**src/rtl/volume_ramp_ctrl.sv**
```systemverilog
// Volume gain owner: clamped target requests, click-free ramping every RAMP_DIV frames, mute sequencing.
// Define VOLRAMP_SOFT_MUTE_EN to ramp through mute/unmute; otherwise mute/unmute jump in one clock.
module volume_ramp_ctrl #(
  parameter int GAIN_W     = 32,
  parameter int MAX_GAIN   = 16,
  parameter int UNITY_GAIN = 1,
  parameter int STEP       = 1,
  parameter int RAMP_DIV   = 4
) (
  input  logic                     clk,
  input  logic                     rst_n,
  input  logic                     sampleStrobe,
  input  logic                     reqValid,
  input  logic signed [GAIN_W-1:0] reqGain,
  output logic                     reqReady,
  input  logic                     muteToggle,
  output logic signed [GAIN_W-1:0] gain,
  output logic                     ramping,
  output logic                     muted
);

  // state     | meaning
  // IDLE      | gain == target, requests accepted
  // RAMP      | stepping toward requested target
  // MUTING    | heading to 0, requests held off
  // MUTED     | gain 0, requests only update savedGain
  // UNMUTING  | heading back to savedGain, requests held off
  localparam logic [2:0] ST_IDLE     = 3'd0;
  localparam logic [2:0] ST_RAMP     = 3'd1;
  localparam logic [2:0] ST_MUTING   = 3'd2;
  localparam logic [2:0] ST_MUTED    = 3'd3;
  localparam logic [2:0] ST_UNMUTING = 3'd4;

  localparam int DIV_W = (RAMP_DIV > 1) ? $clog2(RAMP_DIV) : 1;
  localparam logic [DIV_W-1:0] DIV_LAST = DIV_W'(RAMP_DIV - 1);

  localparam logic signed [GAIN_W-1:0] G_MAX   = GAIN_W'(MAX_GAIN);
  localparam logic signed [GAIN_W-1:0] G_UNITY = GAIN_W'(UNITY_GAIN);
  localparam logic signed [GAIN_W-1:0] G_STEP  = GAIN_W'(STEP);
  localparam logic signed [GAIN_W-1:0] G_NSTEP = GAIN_W'(-STEP);

`ifdef VOLRAMP_SOFT_MUTE_EN
  localparam bit HARD_MUTE = 1'b0;
`else
  localparam bit HARD_MUTE = 1'b1;
`endif

  logic [2:0]               r_state;
  logic [DIV_W-1:0]         r_div_cnt;
  logic signed [GAIN_W-1:0] r_gain;
  logic signed [GAIN_W-1:0] r_target;
  logic signed [GAIN_W-1:0] r_saved;

  logic                     w_tick;
  logic                     w_accept;
  logic                     w_force;
  logic [2:0]               w_state_nxt;
  logic signed [GAIN_W-1:0] w_clamped;
  logic signed [GAIN_W-1:0] w_target_nxt;
  logic signed [GAIN_W-1:0] w_saved_nxt;
  logic signed [GAIN_W-1:0] w_diff;
  logic signed [GAIN_W-1:0] w_stepped;
  logic signed [GAIN_W-1:0] w_gain_nxt;

  assign reqReady = (r_state != ST_MUTING) && (r_state != ST_UNMUTING);
  assign w_accept = reqValid && reqReady;
  assign w_tick   = sampleStrobe && (r_div_cnt == DIV_LAST);
  assign gain     = r_gain;
  assign ramping  = (r_gain != r_target);
  assign muted    = (r_state == ST_MUTED);

  always_comb begin
    w_clamped = reqGain;
    if (reqGain[GAIN_W-1])
      w_clamped = '0;
    else if (reqGain > G_MAX)
      w_clamped = G_MAX;
  end

  // Target is resolved first so a coincident tick steps toward the new target.
  always_comb begin
    w_target_nxt = r_target;
    w_saved_nxt  = r_saved;
    w_state_nxt  = r_state;
    w_force      = 1'b0;
    if (w_accept)
      w_saved_nxt = w_clamped;
    case (r_state)
      ST_IDLE, ST_RAMP: begin
        if (w_accept)
          w_target_nxt = w_clamped;
        if (muteToggle) begin
          w_state_nxt  = ST_MUTING;
          w_target_nxt = '0;
          w_force      = 1'b1;
        end
      end
      ST_MUTING, ST_MUTED: begin
        if (muteToggle) begin
          w_state_nxt  = ST_UNMUTING;
          w_target_nxt = w_saved_nxt;
          w_force      = 1'b1;
        end
      end
      ST_UNMUTING: begin
        if (muteToggle) begin
          w_state_nxt  = ST_MUTING;
          w_target_nxt = '0;
          w_force      = 1'b1;
        end
      end
      default: w_state_nxt = ST_IDLE;
    endcase

    w_diff = w_target_nxt - r_gain;
    if (w_diff > G_STEP)
      w_stepped = r_gain + G_STEP;
    else if (w_diff < G_NSTEP)
      w_stepped = r_gain - G_STEP;
    else
      w_stepped = w_target_nxt;

    if (HARD_MUTE && w_force)
      w_gain_nxt = w_target_nxt;
    else if (w_tick)
      w_gain_nxt = w_stepped;
    else
      w_gain_nxt = r_gain;

    if (!muteToggle) begin
      case (r_state)
        ST_IDLE, ST_RAMP:
          w_state_nxt = (w_gain_nxt != w_target_nxt) ? ST_RAMP : ST_IDLE;
        ST_MUTING:
          if (w_gain_nxt == '0) w_state_nxt = ST_MUTED;
        ST_UNMUTING:
          if (w_gain_nxt == w_target_nxt) w_state_nxt = ST_IDLE;
        default: ;
      endcase
    end
  end

  always_ff @(posedge clk or negedge rst_n) begin
    if (!rst_n) begin
      r_state   <= ST_IDLE;
      r_div_cnt <= '0;
      r_gain    <= G_UNITY;
      r_target  <= G_UNITY;
      r_saved   <= G_UNITY;
    end else begin
      r_state  <= w_state_nxt;
      r_gain   <= w_gain_nxt;
      r_target <= w_target_nxt;
      r_saved  <= w_saved_nxt;
      if (sampleStrobe)
        r_div_cnt <= (r_div_cnt == DIV_LAST) ? '0 : r_div_cnt + 1'b1;
    end
  end

endmodule

```
**config.mk**
```make
export PLATFORM = sky130hd
export DESIGN_NAME = volume_ramp_ctrl
export DESIGN_NICKNAME = d
export VERILOG_FILES = /design/src/rtl/volume_ramp_ctrl.sv
export SDC_FILE = /design/constraint.sdc
export NUM_CORES = 1
export LEC_CHECK = 0
export BUFFER_PORTS_ARGS = -buffer_cell sky130_fd_sc_hd__buf_2
export CAP_MARGIN = 20
export CORE_AREA = 3 3 112 195
export DETAILED_ROUTE_END_ITERATION = 7
export DIE_AREA = 0 0 115 198
export PLACE_DENSITY_LB_ADDON = 0.2
export SYNTH_ARGS = -nofsm -noshare
export SYNTH_HDL_FRONTEND = slang
export SYNTH_SLANG_ARGS = --single-unit
```
**constraint.sdc**
```tcl
create_clock -name clk -period 8.5 [get_ports clk]
set_input_delay 0.85 -clock clk [delete_from_list [all_inputs] [get_ports clk]]
set_output_delay 0.85 -clock clk [all_outputs]
set_load 0.05 [all_outputs]
```
==> results of run 1 <==
[logic make-up after synthesis]
group | Yosys count | synth area share (%)
AO/OA/AOI/OAI | 408 | 28.2
XOR/XNOR | 88 | 7.60
adder cells (fa/ha/maj) | 35 | 4.39
buffers and inverters | 135 | 5.50
flip-flops | 101 | 25.0
multiplexers | 13 | 1.44
AND/OR/NAND/NOR | 541 | 27.9
[worst paths after layout]
path	from	end	slack (ns)	cells after the start
max in group asynchronous	rst_n	r_target[5]	6.81	2
min	rst_n	r_div_cnt[1]	0.43	1
min reg2reg	r_div_cnt[0]	r_div_cnt[0]	0.48	1
max	muteToggle	r_state[2]	0.38	26
min in group clk	r_div_cnt[0]	r_div_cnt[0]	0.48	1
max reg2reg	r_state[2]	r_state[2]	0.49	25
[layer usage]
layer / routed length, um / share of wire (%)
met5: 0 / 0
met1: 16700 / 33
met4: 5720 / 11
met3: 3920 / 7.7
met2: 24300 / 48
[layout make-up]
class | count | area (sq um) | area share (%)
well taps | 248 | 310 | 2.51
inverters | 58 | 218 | 1.76
clock inverters | 6 | 68.8 | 0.556
clock buffers | 10 | 239 | 1.93
diodes | 1 | 2.50 | 0.0202
multi-input cells | 1085 | 7080 | 57.3
repair buffers | 275 | 1910 | 15.5
flip-flops and latches | 101 | 2530 | 20.5
[through the flow]
stage | instances | power (uW) | setup slack (ns) | instance area, sq um | utilization [%]
after floorplan | 1321 | 1950 | 0.796 | 10100 | -
after global placement | 1767 | 2770 | 0.109 | 12000 | 59.1
after detailed placement | 1767 | 2780 | 0.115 | 12000 | 59.1
after CTS | 1783 | 3220 | 0.458 | 12400 | 60.6
after global routing | 1783 | 3430 | 0.0744 | 12400 | 60.7
final | 1784 | 3290 | 0.382 | 12400 | 60.7
[registers in the layout (all words and copies together) (netlist names)]
register and flops:
gain 32, r_saved 32, r_div_cnt 2, r_state 3
r_target 32
[worst max-delay path, stage by stage]
cell and delay (ns):
buf_2 0.21, nor2b_1 0.32, nand2_1 0.26, a21oi_4 0.39, buf_4 0.27, a22oi_1 0.10
inv_1 0.17, ha_1 0.32, a21oi_1 0.20, o21ai_0 0.13, a21oi_1 0.43, nand3_2 0.30
buf_4 0.23, or3_1 0.34, o21ai_0 0.18, or4b_4 0.54, or4_1 0.41, buf_4 0.19
a32oi_1 0.33, a211oi_1 0.15, a2111oi_0 0.40, buf_4 0.20, nand4_1 0.08, or4_1 0.59
or4_1 0.49, a41o_1 0.27
[layout by cell type (no fill, tap or decap), types with 27 or more instances in the layout]
master,synthesis,final
ha_1,34,34
a21oi_1,97,96
xnor2_1,79,78
and2_1,39,39
buf_4,2,203
nor2_1,89,87
dfrtp_1,98,98
nor4_1,27,27
inv_1,56,56
nand3_1,39,39
nor3_1,51,51
buf_2,17,70
nand2_1,149,149
o21ai_0,56,56
nand4_1,41,41
[power by group through the flow]
stage | Combinational (uW) | Sequential (uW) | Clock [uW]
floorplan | 1240 | 710 | 0
global placement | 2090 | 677 | 0
detailed placement | 2100 | 677 | 0
CTS | 2110 | 667 | 439
global route | 2290 | 680 | 454
finish | 2180 | 678 | 436
==> results.ini, run 1 <==
[layout]
n_fill_cell=1884
drive_above_1_share_pct=22.5
synthToLayoutAreaGrowth_pct=21.9
nets=1602

[global_route]
grt.total_usage_pct=43.9
grt_antenna_before_repair=1
use_met1_pct=46.7
grt_pass1_vias=12100
grt_busiest_layer=met2
use_met3_pct=6.57
grt_pass1_wl_um=74200
grt_use_met2_pct=74.2
grt_max_degree=68
grt_remaining_overflow=0

[critical_path]
critPathKind=input port to flop
cp-end-kind=flop
crit_required_ns=8.75
cp-start-kind=input port
arrival_ns=8.37
worstPathMaxFanout=12

[timing]
finalHoldViolations=0
timing.final.crit_share_pct=95.5
final.setup.tns_ns=0
slew_viol_final=0
slew_headroom_pct=38.5
finalHoldWorstSlack_ns=0.433
max_freq_mhz=123
fin_skew_ns=0.0113
setup_viol=0
tightest_slew_ns=0.910
rsz0062_at_grt=false
period_minus_slack_ns=8.12

[detailed_routing]
drcViolationCount=0
drt_iter0_markers=1491
dr.pass1.iters=6
antenna_left=0
wl_per_cell_um=28.4
num_vias=12300
drt_wl_total_um=50600
viasPerCell=6.87

[yosys]
syn_avg_cell_area_sq_um=7.68
synth.area.top_cells=dfrtp_1 24%, xnor2_1 6.8%, nand2_1 5.5%
yosysMostFrequentCell=nand2_1
synth-edff-count=0
seq_area_frac_synth_pct=25.0
synth_area_sq_um=10100
yosys.area.top_type=dfrtp_1
synth_nets=1393
synth_cells=1321
yosysTopAreaCellShare_pct=24.2
synthArstFlopShare_pct=100
synth-seq-cells=101
yosys_warnings=0
ys.flop_type=dfrtp_1
synth.distinct_cells=101
yosys-top-cells-count=149 x nand2_1, 98 x dfrtp_1, 97 x a21oi_1, 89 x nor2_1, 79 x xnor2_1

[place]
portBuffers=71
place.gp.congestion=1.16
place_hpwl_um=40500

[cts]
cts_tree=built
cts.sinks=101
clock_latency_ns=0.36
cts_buffers=9
cts_resized=0
clockBufferDepth=2
htree_levels=3
post-cts-setup-buffers=0
clkTransAtPathRegs_ns=0.07
cts_root_buffer=clkbuf_16
cts-hold-fix-buffers=0

[pwr]
intPower_uw=1560
comb_power_share_pct=66.2
switching_power_uw=1730
p_seq_share_pct=20.6
ir_drop_mv=0.174
leakage_uw=0.00560
pwr_density_cell_nw_per_um2=266
p_sw_share_pct=52.7
p_clk_share_pct=13.2

[floorplan]
num_io_pins=72
die_w_um=115
core_area_sq_um=20400
dieArea_sq_um=22800
start_util_pct=49.8
num_rows=69
die_y_um=198

[status]
status=completed

[worst_hold_path]
min_path_type=input port to async pin

[run]
maxCapViolations=0

No activity file was read; power rests on OpenSTA's default activity.
==> run 2: changes to the inputs <==
--- a/config.mk
+++ b/config.mk
@@ -8,6 +8,7 @@
 export BUFFER_PORTS_ARGS = -buffer_cell sky130_fd_sc_hd__buf_2
 export CAP_MARGIN = 20
 export CORE_AREA = 3 3 112 195
+export CTS_BUF_LIST = sky130_fd_sc_hd__clkbuf_4 sky130_fd_sc_hd__clkbuf_8
 export DETAILED_ROUTE_END_ITERATION = 7
 export DIE_AREA = 0 0 115 198
 export PLACE_DENSITY_LB_ADDON = 0.2
==> constraint.sdc (replaced) <==
create_clock -name clk -period 8.6 [get_ports clk]
set_input_delay 0.86 -clock clk [delete_from_list [all_inputs] [get_ports clk]]
set_output_delay 0.86 -clock clk [all_outputs]
set_load 0.05 [all_outputs]
==> results.ini, run 2 (synthesis results as in run 1) <==
[global_route]
grt_pass1_wl_um=74000  ; -0.24%
grt_remaining_overflow=0  ; unchanged
grt_antenna_before_repair=0  ; -1
grt_pass1_vias=12100  ; +0.55%
grt.total_usage_pct=43.9  ; about the same
grt_max_degree=72  ; +5.9%

[detailed_routing]
wl_per_cell_um=28.6  ; +0.66%
num_vias=12300  ; +0.28%
viasPerCell=6.92  ; +0.62%
drt_iter0_markers=1540  ; +3.3%
drcViolationCount=0  ; unchanged
antenna_left=0  ; unchanged
dr.pass1.iters=8  ; +2
drt_wl_total_um=50800  ; +0.32%

[floorplan]
start_util_pct=49.8  ; unchanged
num_io_pins=72  ; unchanged
dieArea_sq_um=22800  ; unchanged
num_rows=69  ; unchanged
core_area_sq_um=20400  ; unchanged
die_y_um=198  ; unchanged
die_w_um=115  ; unchanged

[pwr]
intPower_uw=1470  ; -5.8%
switching_power_uw=1740  ; about the same
ir_drop_mv=0.222  ; +28%
pwr_density_cell_nw_per_um2=263  ; -1.4%
comb_power_share_pct=68.9  ; +2.7 points
p_clk_share_pct=10.3  ; -2.9 points
p_seq_share_pct=20.9  ; +0.3 points
p_sw_share_pct=54.2  ; +1.5 points
leakage_uw=0.00554  ; -1.2%

[place]
place.gp.congestion=1.11  ; -4.4%
portBuffers=71  ; unchanged
place_hpwl_um=40400  ; -0.10%
place_area_sq_um=12000  ; -0.49%

[cts]
cts.sinks=101  ; unchanged
cts_buffers=9  ; unchanged
cts-hold-fix-buffers=0  ; unchanged
cts_root_buffer=clkbuf_8
htree_levels=3  ; unchanged
cts_resized=0  ; unchanged
clock_latency_ns=0.41  ; +0.05 ns
cts_tree=built
clkTransAtPathRegs_ns=0.12  ; +0.05 ns
clockBufferDepth=2  ; unchanged
post-cts-setup-buffers=0  ; unchanged

[layout]
layout_common_cells=198 x buf_4, 149 x nand2_1, 98 x dfrtp_1
final_common_cell=buf_4
stdcell_area_sq_um=12200  ; -1.4%
synthToLayoutAreaGrowth_pct=20.3
drive_above_1_share_pct=22.3  ; -0.24 points
fin_util_pct=59.9  ; -0.84 points
nets=1596  ; -0.37%

[timing]
period_minus_slack_ns=8.36
timing.final.crit_share_pct=97.2
max_freq_mhz=120
finalHoldViolations=0  ; unchanged
setup_viol=0  ; unchanged
tightest_slew_ns=1.23  ; +0.320 ns
slew_headroom_pct=17.2  ; -21 points
rsz0062_at_grt=false
slew_viol_final=0  ; unchanged
fin_skew_ns=0.0264  ; +0.0151 ns

[status]
status=completed

[run]
maxCapViolations=0  ; unchanged

[critical_path]
cp-end-kind=flop
crit_required_ns=8.89  ; +0.14 ns
critPathSlowestCell=or4_1
crit_buf_inv=3  ; -3
critPathKind=input port to flop
arrival_ns=8.65  ; +0.28 ns
crit_top_cell=or4_1
max_stage_delay_ns=0.66  ; +0.07 ns
path_delay_family=simple AND/OR/NAND/NOR gates
cp-start-kind=input port
worstPathMaxFanout=11  ; -1

[worst_hold_path]
min_path_type=input port to async pin

[run 2: cell type report]
cell class                 instances  area, sq um
clock buffer                      10          131
fill                            1923         8180
clock inverter                     6         70.1
multi-input combinational       1085         7080
antenna                            1         2.50
timing repair buffer             269         1860
sequential                       101         2530
inverter                          58          218
tap                              248          310
[run 2: layer usage]
| layer | GRT usage, % | part of all wire, % | up-vias |
|---|---|---|---|
| met5 | 0 | 0 | - |
| met4 | 38.3 | 11 | 0 |
| met3 | 6.76 | 8.6 | 298 |
| met2 | 74.1 | 48 | 858 |
| met1 | 46.4 | 32 | 5806 |
| li1 | - | - | 5334 |
[run 2: final timing paths]
kind	startpoint	endpoint	slack (ns)	cells past startpoint
worst max-delay path	reqGain[0]	r_state[2]	0.24	26
worst min-delay path	rst_n	gain[28]	0.36	1
worst max register to register	r_state[1]	r_state[2]	0.35	25
worst min register to register	r_div_cnt[0]	r_div_cnt[0]	0.49	1
max in group asynchronous	rst_n	r_saved[3]	6.92	2
min in group clk	r_div_cnt[0]	r_div_cnt[0]	0.49	1
[run 2: per-stage QoR]
stage          cells  worst slack, ns  total power (uW)  TNS (ns)  hold slack (ns)
2_1_floorplan   1321            0.886              1920         0            0.441
3_3_place_gp    1761           -0.308              2780    -0.557            0.461
3_5_place_dp    1761           -0.278              2780    -0.513            0.466
4_1_cts         1777            0.126              3110         0            0.373
5_1_grt         1777           0.0258              3330         0            0.391
6_report        1778            0.242              3200         0            0.365
[run 2: power groups by stage]
stage / Clock, uW / Combinational (uW) / Sequential (uW)
floorplan: 0 / 1220 / 702
global placement: 0 / 2110 / 667
detailed placement: 0 / 2110 / 668
CTS: 328 / 2120 / 659
global route: 344 / 2310 / 671
finish: 329 / 2210 / 668
==> run 3: changes to the inputs <==
--- a/config.mk
+++ b/config.mk
@@ -9,6 +9,7 @@
 export CAP_MARGIN = 20
 export CORE_AREA = 3 3 112 195
 export CTS_BUF_LIST = sky130_fd_sc_hd__clkbuf_4 sky130_fd_sc_hd__clkbuf_8
+export CTS_CLUSTER_SIZE = 8
 export DETAILED_ROUTE_END_ITERATION = 7
 export DIE_AREA = 0 0 115 198
 export PLACE_DENSITY_LB_ADDON = 0.2
==> constraint.sdc (replaced) <==
create_clock -name clk -period 10.3 [get_ports clk]
set_input_delay 1.03 -clock clk [delete_from_list [all_inputs] [get_ports clk]]
set_output_delay 1.03 -clock clk [all_outputs]
set_load 0.05 [all_outputs]
==> results.ini, run 3 (synthesis results as in run 1) <==
[status]
status=finished, violations left
violations=DRC

[cts]
clkTransAtPathRegs_ns=0.10  ; -0.02 ns
cts_tree=built
htree_levels=3  ; unchanged
cts_buffers=9  ; unchanged
clockBufferDepth=2  ; unchanged
post-cts-setup-buffers=0  ; unchanged
cts_root_buffer=clkbuf_8
cts.sinks=101  ; unchanged
clock_latency_ns=0.42  ; about the same

[place]
place_area_sq_um=10700  ; -11%
place.gp.congestion=1.05  ; -5.7%
placed_cells=1588  ; -9.8%
portBuffers=71  ; unchanged
post-place-ws_ns=0.234  ; +0.512 ns
place_hpwl_um=37700  ; -6.8%

[run]
maxCapViolations=0  ; unchanged

[critical_path]
max_stage_delay_ns=0.87  ; +0.21 ns
r2r-start=r_state[1]
cp-start-kind=input port
critPathSlowestCell=nor4_1
startpoint=reqGain[0]
arrival_ns=10.08  ; +1.43 ns
reg2reg_to=r_state[2]
rr_worst_depth=25  ; unchanged
worstPathMaxFanout=5  ; -6
crit_required_ns=10.61  ; +1.72 ns
critPathKind=input port to flop
crit_top_cell=or4_1
cp-end-kind=flop
path_delay_family=simple AND/OR/NAND/NOR gates
crit_path_cell_trace=buf_2 > or4_1 > a2111oi_2 > nor3b_1 > a22oi_1 > and2_1 > ha_1 > fa_1 > nand2b_1 > a21oi_2 > o21a_1 > o21ai_0 > a211oi_2 > nand2_1 > nor4_1 > nand4_1 > or2_2 > a32oi_1 > a211oi_1 > a2111oi_0 > nand4_1 > or4_1 > or4_1 > a41o_1
r2r_slack_ns=0.90  ; +0.55 ns
crit_buf_inv=1  ; -2

[global_route]
grt_remaining_overflow=0  ; unchanged
grt_antenna_before_repair=0  ; unchanged
grt_pass1_vias=11100  ; -8.8%
grt.total_usage_pct=41.9  ; -2.0 points
grt_max_degree=63  ; -13%
grt_pass1_wl_um=70300  ; -5.0%

[layout]
n_fill_cell=2084  ; +8.4%
drive_above_1_share_pct=12.4  ; -9.9 points
diodes=0  ; -1
synthToLayoutAreaGrowth_pct=7.36
nets=1423  ; -11%
fin_util_pct=53.4  ; -6.4 points
instances_no_fill=1604  ; -9.8%
layout_common_cells=149 x nand2_1, 98 x dfrtp_1, 96 x a21oi_1
register_area_sq_um=2530  ; unchanged
multi_input_area_sq_um=7070  ; about the same
final_common_cell=nand2_1
stdcell_area_sq_um=10900  ; -11%

[detailed_routing]
top_layer=met4
viasPerCell=7.12  ; +2.9%
num_vias=11400  ; -7.2%
wl_per_cell_um=30.0  ; +5.1%
drt_wl_total_um=48200  ; -5.1%
wl_met1_um=16500  ; +0.65%
dr.pass1.iters=8  ; unchanged
drt_iter0_markers=1454  ; -5.6%
wl_met2_um=22900  ; -6.2%
antenna_left=0  ; unchanged
drcViolationCount=1  ; +1
wl_met3_um=3520  ; -20%

[timing]
fin_skew_ns=0.0176  ; -0.00873 ns
slew_viol_final=0  ; unchanged
setup_viol=0  ; unchanged
slew_headroom_pct=17.6  ; +0.41 points
period_minus_slack_ns=9.77
final.setup.tns_ns=0  ; unchanged
max_freq_mhz=102
timing.final.crit_share_pct=94.9
tightest_slew_ns=1.22  ; -0.00779 ns
setup_slack_ns=0.529  ; +0.287 ns
finalHoldViolations=0  ; unchanged
rsz0062_at_grt=false

[pwr]
pwr_density_cell_nw_per_um2=225  ; -14%
ir_drop_mv=0.171  ; -23%
leakage_uw=0.00469  ; -15%

[worst_hold_path]
min_path_type=flop to flop
hp-start=r_div_cnt[0]
hold-path-cell-count=1
hold_path_end=r_div_cnt[0]

[floorplan]
die_w_um=115  ; unchanged
die_y_um=198  ; unchanged
num_rows=69  ; unchanged
num_io_pins=72  ; unchanged
start_util_pct=49.8  ; unchanged
core_area_sq_um=20400  ; unchanged
dieArea_sq_um=22800  ; unchanged

[run 3: cell count changes in the layout (fill, tap and decap cells not counted), sizes merged]
cell,change
clkbuf,+1
buf,-173
clkinv,-2
inv,+1
diode,-1
[run 3: layout make-up]
class,count,area share (%)
multi-input cells,1085,65.0
flip-flops and latches,101,23.2
repair buffers,96,5.01
well taps,248,2.85
inverters,58,2.00
clock buffers,11,1.33
clock inverters,5,0.597
[run 3: report_power, final]
part | switching, uW | internal (uW)
clock network | 161 | 125
logic | 1100 | 499
registers | 123 | 435
[run 3: timing repair]
action                     4_1_cts  5_1_grt
hold buffers                     0        0
setup endpoints to repair        0        1
resized for setup                0        1
[run 3: how the worst max path moves through the flow]
| stage | cells after the start | to | slack (ns) |
|---|---|---|---|
| 5_1_grt | 24 | r_state[2] | 0.23 |
| 3_3_place_gp | 24 | r_state[2] | 0.37 |
| 6_report | 24 | r_state[2] | 0.53 |
| 2_1_floorplan | 25 | r_state[2] | 2.42 |
| 3_5_place_dp | 24 | r_state[2] | 0.23 |
| 4_1_cts | 24 | r_state[2] | 0.66 |
[run 3: layer usage]
layer / GRT usage [%] / up-vias
met3: 6.45 / 243
met4: 36.1 / 0
met2: 68.9 / 713
met1: 46.2 / 5451
li1: - / 5007
met5: 0 / -
[run 3: per-stage QoR]
stage / power, uW / hold slack (ns)
3_5_place_dp: 2110 / 0.464
4_1_cts: 2390 / 0.493
5_1_grt: 2560 / 0.518
6_report: 2450 / 0.490
2_1_floorplan: 1610 / 0.441
3_3_place_gp: 2110 / 0.461
